--- src/rtl/cmd_parser.sv ---
// Host command parser: assembles 6-byte headers into MREQs and forwards write payload
// bytes to the executor, rejecting malformed first bytes and timing out stalled headers.
module cmd_parser #(
  parameter int unsigned TIMEOUT_CYCLES = 1000000,
  localparam int unsigned MREQ_NBIT = 45
) (
  input  logic                 i_clk,
  input  logic                 i_rst,
  input  logic                 i_rx_valid,
  input  logic [7:0]           i_rx_data,
  output logic                 o_rx_ready,
  output logic                 o_mreq_valid,
  input  logic                 i_mreq_ready,
  output logic [MREQ_NBIT-1:0] o_mreq,
  output logic                 o_wdata_valid,
  output logic [7:0]           o_wdata,
  input  logic                 i_wdata_ready,
  output logic                 o_err
);

  // MREQ layout, MSB first: tag[44:37], wr[36], aincr[35], wfmt[34:32], wcnt[31:24], addr[23:0]
  localparam int unsigned MREQ_WR_BIT = 36;
  localparam logic [2:0] MREQ_WFMT_8S0  = 3'd0;
  localparam logic [2:0] MREQ_WFMT_8S3  = 3'd3;
  localparam logic [2:0] MREQ_WFMT_16S0 = 3'd4;
  localparam logic [2:0] MREQ_WFMT_16S1 = 3'd5;
  localparam logic [2:0] MREQ_WFMT_32S0 = 3'd6;

  localparam logic [1:0] ST_HDR  = 2'd0;
  localparam logic [1:0] ST_MREQ = 2'd1;
  localparam logic [1:0] ST_DATA = 2'd2;

  localparam int unsigned TMO_W = (TIMEOUT_CYCLES < 2) ? 1 : $clog2(TIMEOUT_CYCLES);
  localparam logic [TMO_W-1:0] TMO_LAST =
    (TIMEOUT_CYCLES == 0) ? '0 : TMO_W'(TIMEOUT_CYCLES - 1);

  logic [1:0]           state, state_nxt;
  logic [2:0]           idx, idx_nxt;
  logic                 hdr_wr, hdr_wr_nxt;
  logic                 hdr_aincr, hdr_aincr_nxt;
  logic [2:0]           hdr_wfmt, hdr_wfmt_nxt;
  logic [7:0]           hdr_tag, hdr_tag_nxt;
  logic [7:0]           hdr_wcnt, hdr_wcnt_nxt;
  logic [7:0]           addr_lo, addr_lo_nxt;
  logic [7:0]           addr_mid, addr_mid_nxt;
  logic [MREQ_NBIT-1:0] mreq_q, mreq_nxt;
  logic                 mreq_valid_q, mreq_valid_nxt;
  logic [9:0]           cnt, cnt_nxt;
  logic [TMO_W-1:0]     tmo, tmo_nxt;
  logic                 err_q, err_nxt;
  logic                 rx_take;
  logic                 b0_ok;
  logic [9:0]           plen_m1;

  // Ready and payload pass-through are combinational so ST_DATA adds no latency
  assign o_rx_ready    = (state == ST_HDR) || ((state == ST_DATA) && i_wdata_ready);
  assign o_wdata_valid = (state == ST_DATA) && i_rx_valid;
  assign o_wdata       = i_rx_data;
  assign o_mreq        = mreq_q;
  assign o_mreq_valid  = mreq_valid_q;
  assign o_err         = err_q;

  assign rx_take = i_rx_valid && o_rx_ready;
  assign b0_ok   = (i_rx_data[5:3] == 3'd0) && (i_rx_data[2:0] != 3'd7);

  // Payload length minus one: (wcnt+1)*bpw - 1, bpw taken from the latched wfmt
  always_comb begin
    plen_m1 = {2'b00, mreq_q[31:24]};
    if (mreq_q[34:32] == MREQ_WFMT_32S0) begin
      plen_m1 = {mreq_q[31:24], 2'b11};
    end else if ((mreq_q[34:32] == MREQ_WFMT_16S0) || (mreq_q[34:32] == MREQ_WFMT_16S1)) begin
      plen_m1 = {1'b0, mreq_q[31:24], 1'b1};
    end else if ((mreq_q[34:32] >= MREQ_WFMT_8S0) && (mreq_q[34:32] <= MREQ_WFMT_8S3)) begin
      plen_m1 = {2'b00, mreq_q[31:24]};
    end
  end

  // Next-state and datapath update for header assembly, MREQ handshake and payload count
  always_comb begin
    state_nxt      = state;
    idx_nxt        = idx;
    hdr_wr_nxt     = hdr_wr;
    hdr_aincr_nxt  = hdr_aincr;
    hdr_wfmt_nxt   = hdr_wfmt;
    hdr_tag_nxt    = hdr_tag;
    hdr_wcnt_nxt   = hdr_wcnt;
    addr_lo_nxt    = addr_lo;
    addr_mid_nxt   = addr_mid;
    mreq_nxt       = mreq_q;
    mreq_valid_nxt = mreq_valid_q;
    cnt_nxt        = cnt;
    tmo_nxt        = tmo;
    err_nxt        = 1'b0;
    case (state)
      ST_HDR: begin
        if (rx_take) begin
          tmo_nxt = '0;
          case (idx)
            3'd0: begin
              if (b0_ok) begin
                hdr_wr_nxt    = i_rx_data[7];
                hdr_aincr_nxt = i_rx_data[6];
                hdr_wfmt_nxt  = i_rx_data[2:0];
                idx_nxt       = 3'd1;
              end else begin
                err_nxt = 1'b1;
              end
            end
            3'd1: begin hdr_tag_nxt  = i_rx_data; idx_nxt = 3'd2; end
            3'd2: begin hdr_wcnt_nxt = i_rx_data; idx_nxt = 3'd3; end
            3'd3: begin addr_lo_nxt  = i_rx_data; idx_nxt = 3'd4; end
            3'd4: begin addr_mid_nxt = i_rx_data; idx_nxt = 3'd5; end
            3'd5: begin
              mreq_nxt       = {hdr_tag, hdr_wr, hdr_aincr, hdr_wfmt, hdr_wcnt,
                                i_rx_data, addr_mid, addr_lo};
              mreq_valid_nxt = 1'b1;
              idx_nxt        = 3'd0;
              state_nxt      = ST_MREQ;
            end
            default: idx_nxt = 3'd0;
          endcase
        end else if ((idx != 3'd0) && (TIMEOUT_CYCLES != 0)) begin
          if (tmo == TMO_LAST) begin
            tmo_nxt = '0;
            idx_nxt = 3'd0;
            err_nxt = 1'b1;
          end else begin
            tmo_nxt = tmo + TMO_W'(1);
          end
        end
      end
      ST_MREQ: begin
        if (i_mreq_ready) begin
          mreq_valid_nxt = 1'b0;
          if (mreq_q[MREQ_WR_BIT]) begin
            cnt_nxt   = plen_m1;
            state_nxt = ST_DATA;
          end else begin
            state_nxt = ST_HDR;
          end
        end
      end
      ST_DATA: begin
        if (i_rx_valid && i_wdata_ready) begin
          if (cnt == 10'd0) begin
            idx_nxt   = 3'd0;
            state_nxt = ST_HDR;
          end else begin
            cnt_nxt = cnt - 10'd1;
          end
        end
      end
      default: state_nxt = ST_HDR;
    endcase
  end

  // State and datapath registers with synchronous reset
  always_ff @(posedge i_clk) begin
    if (i_rst) begin
      state        <= ST_HDR;
      idx          <= 3'd0;
      hdr_wr       <= 1'b0;
      hdr_aincr    <= 1'b0;
      hdr_wfmt     <= 3'd0;
      hdr_tag      <= 8'd0;
      hdr_wcnt     <= 8'd0;
      addr_lo      <= 8'd0;
      addr_mid     <= 8'd0;
      mreq_q       <= '0;
      mreq_valid_q <= 1'b0;
      cnt          <= 10'd0;
      tmo          <= '0;
      err_q        <= 1'b0;
    end else begin
      state        <= state_nxt;
      idx          <= idx_nxt;
      hdr_wr       <= hdr_wr_nxt;
      hdr_aincr    <= hdr_aincr_nxt;
      hdr_wfmt     <= hdr_wfmt_nxt;
      hdr_tag      <= hdr_tag_nxt;
      hdr_wcnt     <= hdr_wcnt_nxt;
      addr_lo      <= addr_lo_nxt;
      addr_mid     <= addr_mid_nxt;
      mreq_q       <= mreq_nxt;
      mreq_valid_q <= mreq_valid_nxt;
      cnt          <= cnt_nxt;
      tmo          <= tmo_nxt;
      err_q        <= err_nxt;
    end
  end

endmodule

--- config.mk ---
export PLATFORM = sky130hd
export DESIGN_NAME = cmd_parser
export DESIGN_NICKNAME = d
export VERILOG_FILES = /design/src/rtl/cmd_parser.sv
export SDC_FILE = /design/constraint.sdc
export NUM_CORES = 1
export LEC_CHECK = 0
export CORE_ASPECT_RATIO = 1.75
export CORE_UTILIZATION = 45
export DETAILED_ROUTE_END_ITERATION = 12
export PLACE_DENSITY_LB_ADDON = 0.3
export SYNTH_ARGS = -nofsm -noshare
export SYNTH_HDL_FRONTEND = slang
export SYNTH_SLANG_ARGS = --single-unit
--- constraint.sdc ---
create_clock -name i_clk -period 1.7 [get_ports i_clk]
set_input_delay 0.51 -clock i_clk [delete_from_list [all_inputs] [get_ports i_clk]]
set_output_delay 0.51 -clock i_clk [all_outputs]
set_load 0.02 [all_outputs]
==> results.md <==
- Outcome: finished with violations
- Failing checks: DRC, setup timing
- CP max stage delay: roughly 540 ps
- Max-slew violations: 0
- Die area: approximately 12,000 um^2
- Crit. path cell count: 8
- Tmin final: about 1800 ps
- Multi-input logic area: around 2900 um^2
- Commonest non-fill, non-tap cell in the layout: dfxtp_1
- Initial DRT Pass Iterations: 9
- Post-synth EDFFs: 0
- ANT nets after route: 0
- Total Routing Usage GR: between 20 and 30%
- Post-place setup slack: -785 ps
- Met3 Track Usage GR: under 10%
- Vias per std cell: 5.51
- Core area: around 12,000 um^2
- Worst hold path type: in2reg
- Die H: about 150 um
- Post-synthesis cell type count: a little over 60
- Initial antenna violation count: 0
- WL/cell: 16.3 um
- CP dominant cell by count: buf_6
- GP Congestion: between 0.8 and 0.9
- N_diodes: 0
- Clock Sinks: roughly 120
- Crit-path leading delay family: simple AND/OR/NAND/NOR gates
- Final WS setup: -118 ps
- GRT Residual Overflow: 0
- Placement Rows: between 50 and 60
- Kind of critical path: reg2reg
- Synth Cell Area: ~5300 um^2
- Dominant cell type by area after synthesis: dfxtp_1
- Max-cap viol count: 0
- Synth Warn #: 0
- F_max: roughly 0.55 GHz
- Cells after synthesis: 630
- Syn avg cell area: 8.41 um^2
- Finished Layout Cells: 930
- TritonCTS buffer count: 17
- Synth Flop Type: dfxtp_1
- Worst slew pin tran: about 530 ps
- Met1 Track Usage GR: between 20% and 30%
- Via count: roughly 5,100
- DR iter-0 viols: a little under 400
- Top cells by area, synth: dfxtp_1, nand2_1, mux2i_1
- Crit path max fanout: 8
- Sequential area share after synthesis: around 45%
- CP Data Required Time: 2000 ps
- DP Wirelength: approximately 10 mm
- Clock Latency Late Sink: just over 400 ps
- Vias in the first global route: 5,037
- H-tree lvl count: 4
- Die width: about 84 um
- Max IR drop VDD: roughly 0.8 mV
- Storage cell area: 2400 um^2
- Reg clk slew, reported paths: roughly 60 ps
- Largest net degree at the start of global routing: 65
- NumNets Final: between 700 and 800
- Hold path depth: 2
- Starting Density: 46.0%
- Hold Slack: 376 ps
- Async set-reset flop share out of synthesis: 0%
- CP Cell Sequence: or4b_4 > nor4_4 > buf_6 > buf_6 > a21oi_4 > o21bai_2 > buf_6 > nor2_1
- Fillers: just under 900
- Critical path arrival: 2110 ps
- Final Hold Viols: 0
- Seq cells post-synth: between 100 and 150
- DRC: 7
- Io pins: 70
- Inst Count DP: 880
- Post-synth top area share: roughly 45%
- Leakage: 3.32 nW
- Power per Cell Area: 890 nW/um^2
- Clock Tree Buf Depth: 2
- Max-slew headroom: ~65%
- CP Buf/Inv Count: 3
- CP endpoint kind: flop
- Final worst-path cycle share: 107%
- Grt peak-use layer: met2
- Final wirelength: roughly 15 mm
- Count of input and output buffers: 69
- Share of layout cells above drive strength 1: 29.9%
- R2R cell count: 8
- CTS tree: built
- GR met2 Demand/Resource: ~46%
- Final design utilization: about 67%
- Area growth syn-to-layout: 46.0%
- RSZ-0062 raised after global routing: yes
- Startpoint class of the critical path: flop
- Syn Nets: roughly 650
- Crit-path slowest cell: or4b_4
- Setup-failing EPs final: 34
- Most frequent cells in the layout: dfxtp_1, nand2_1, buf_4, a21oi_1, nor2_1
- Root Buffer Master: clkbuf_16
- First-pass GRT wire length: 24.4 mm
- Setup TNS: -1750 ps
- Clock skew: 8.88 ps
[what timing repair did]
action	CTS	global route
cloned	1	1
endpoints found under the setup margin	147	84
hold buffers	0	0
hold endpoints to repair	0	0
pin swaps	28	32
gates resized for setup	160	57
buffers inserted	12	9
[worst paths after layout]
path | from | endpoint | slack, ps
hold / removal | i_rst | tmo[12] | 380
setup reg to reg | tmo[8] | tmo[16] | -120
hold reg to reg | o_mreq[41] | o_mreq[41] | 450
setup / recovery | tmo[8] | tmo[16] | -120
[synth_stat cells (3+ instances only)]
cell / n
buf_2: 10
buf_6: 7
a221oi_1: 7
o21ai_1: 7
nor2_1: 65
o22ai_1: 9
o21ai_0: 16
nor3_1: 9
dlygate4sd1_1: 3
nor4_1: 6
a21oi_1: 68
a22o_1: 4
xor2_1: 4
buf_4: 8
xnor2_1: 4
and2_1: 3
and3_1: 9
inv_1: 15
a211oi_1: 5
nor2b_1: 11
a31oi_1: 8
or3_1: 8
nand2_1: 114
mux2i_1: 38
nand3_1: 8
clkbuf_1: 19
nand4_1: 7
dfxtp_1: 119
[through the flow]
step / power [mW] / area, um^2
6_report: 6.89 / 7730
5_1_grt: 7.08 / 7730
4_1_cts: 6.90 / 7470
3_5_place_dp: 3.24 / 6670
3_3_place_gp: 3.24 / 6670
2_1_floorplan: 3.07 / 5380
[routing by layer]
layer,wire length [um],share of wire [%],vias to the layer above
met2,8330,55,152
met4,605,4.0,0
met3,536,3.5,47
met5,0,0,-
li1,-,-,2484
met1,5720,38,2440
[power by group]
part / switching, mW / internal, mW
logic: 0.242 / 0.175
registers: 0.0117 / 2.81
clock network: 1.22 / 2.43
[state kept, by name, indices dropped and copies added, names as in the netlist]
name	flops
addr_lo	8
o_mreq	45
cnt	10
state	2
hdr_wfmt	3
hdr_wr	1
tmo	20
o_mreq_valid	1
idx	3
hdr_tag	8
hdr_wcnt	8
addr_mid	8
o_err	1
hdr_aincr	1
[cell type report]
| type | count | area share (%) |
|---|---|---|
| Tap cell | 135 | 2.18 |
| Inverter | 15 | 0.728 |
| Clock buffer | 26 | 6.84 |
| Multi-Input combinational cell | 449 | 38.0 |
| Timing Repair Buffer | 180 | 20.2 |
| Sequential cell | 119 | 31.0 |
| Clock inverter | 6 | 1.12 |
[logic make-up after synthesis]
| kind of cell | after synthesis | share of synthesized area, % |
|---|---|---|
| fa+ha+maj | 2 | 0.472 |
| flops | 119 | 45.0 |
| simple gates | 263 | 24.1 |
| buf+inv | 62 | 6.47 |
| compound gates | 138 | 15.5 |
| mux | 38 | 7.18 |
| xor+xnor | 8 | 1.32 |
(Power assumes the default switching activity.)
==> edit, RTL diff (same flow settings) <==
Set the parameter `TIMEOUT_CYCLES` to 250000 (it was 1000000).
--- a/src/rtl/cmd_parser.sv
+++ b/src/rtl/cmd_parser.sv
@@ -1,7 +1,7 @@
 // Host command parser: assembles 6-byte headers into MREQs and forwards write payload
 // bytes to the executor, rejecting malformed first bytes and timing out stalled headers.
 module cmd_parser #(
-  parameter int unsigned TIMEOUT_CYCLES = 1000000,
+  parameter int unsigned TIMEOUT_CYCLES = 250000,
   localparam int unsigned MREQ_NBIT = 45
 ) (
   input  logic                 i_clk,
Behaviour: same outputs for any inputs over 4 cycles, from zero or initial values and one cycle with i_rst high; that may be too few to reach the edited logic, so the function may still have changed.
==> edit against the unedited design <==
  * Sequential power down 1%
  * Total power rose by 0.94%
  * Synthesized area decreased by 4.4%
  * Critical endpoint is now cnt[0]$_SDFFE_PP0P_
  * Sequential cell count shrank 2
  * The flow finishes with violations (setup timing)
  * Die area is 4.4% lower
  * Routed wire length is essentially flat
  * Setup slack lost 0.071 ns
  * Final area is 3.5% lower
  * Core utilization rose by 1.8 points
==> edit: results (changes against the unedited design) <==
metric	value	unit	change
clock_area_share	8.50	%	+0.54 points
synth-adder-area-share	0.494	%	+0.022 points
clock_latency	0.41	ns	about the same
dp_hpwl	10.3	mm	+0.27%
crit_start	cnt[1]$_SDFFE_PP0P_		
dr_wl_met2	8.32	mm	-0.17%
syn_nets	647		+0.31%
multi_input_area_share	36.7	%	-1.3 points
synth_mux_area_share	4.35	%	-2.8 points
fin_nets	795		-0.25%
worstPathArrival	2.16	ns	+0.05 ns
grt_usage	26.9	%	+1.8 points
wl_met1	5.64	mm	-1.3%
status	complete, but fails checks		
vdd_ir_drop_max	801	µV	+0.31%
powerClk	0.00380	W	+4%
p_leak	3.02	nW	-8.9%
dr.pass1.iters	5		-4
multi_input_comb_cells	451		+0.45%
tightest_slew	0.337	ns	-0.195 ns
synth.area.top_cells	dfxtp_1 (46%), nand2_1 (9.6%), a21oi_1 (8.1%)		
post_cts_buffers	9		-3
drt_iter0_drc	323		-19%
grt_max_degree	56		-14%
wl_per_cell	16.5	µm	+0.72%
n_clock_buffer	20		-23%
sh_seq_area	31.6	%	+0.58 points
whs_endpoint	hdr_tag[1]$_SDFFE_PP0P_		
setup_viol	29		-15%
violations	setup timing		
p_int	0.00545	W	+0.62%
timing.clock.skew	0.00838	ns	-0.000500 ns
grt_pass1_wl	23.9	mm	-1.8%
cts_resized	135		-16%
max_stage_delay	0.49	ns	-0.05 ns
dpl_worst_slack	-0.772	ns	+0.0126 ns
place_congestion	0.893		+3.7%
ys_ff_latch	117		-1.7%
synth_cell_type_count	57		-6.6%
synth_compound_area_share	15.5	%	+0.051 points
routed_via_density	5.58		+1.3%
dp_cells	877		-0.34%
fillerInstances	844		-5.5%
grt_pass1_vias	5140		+2.0%
nonClkBufAreaFrac	20.4	%	+0.22 points
drive_above_1_share	28.9	%	-1.1 points
reg2reg_depth	9		+1
met3_length	534	µm	-0.37%
synth.yosys.seq_area_share	46.3	%	+1.3 points
routed_wl	15.2	mm	about the same
synth_cells	632		+0.32%
inverters	13		-2
hold_slack	0.423	ns	+0.0472 ns
worst_slack	-0.189	ns	-0.0707 ns
-- edit: changes by cell type after synthesis, moves of 12 or more --
| cell | unedited run | this run |
|---|---|---|
| mux2i_1 | 38 | 22 |
| nand3_1 | 8 | 30 |
| a21oi_1 | 68 | 82 |
| nor2_1 | 65 | 52 |
| nand2_1 | 114 | 130 |
| clkbuf_1 | 19 | 31 |
-- edit: through the flow --
stage	area (µm²)	power, W	setup TNS, ns	util [%]
after floorplan	5130	0.00301	-1.81	-
after global placement	6470	0.00318	-52.12	59.7
after detailed placement	6470	0.00319	-57.04	59.7
after CTS	7240	0.00695	-1.78	66.9
after global routing	7470	0.00710	-4.82	69.0
final	7470	0.00695	-2.23	69.0
-- edit: metal layers --
| layer | GRT usage, % | up-vias |
|---|---|---|
| met1 | 27.3 | 2467 |
| met3 | 5.06 | 51 |
| met4 | 14.1 | 0 |
| met5 | 0 | - |
| met2 | 49.6 | 152 |
| li1 | - | 2479 |
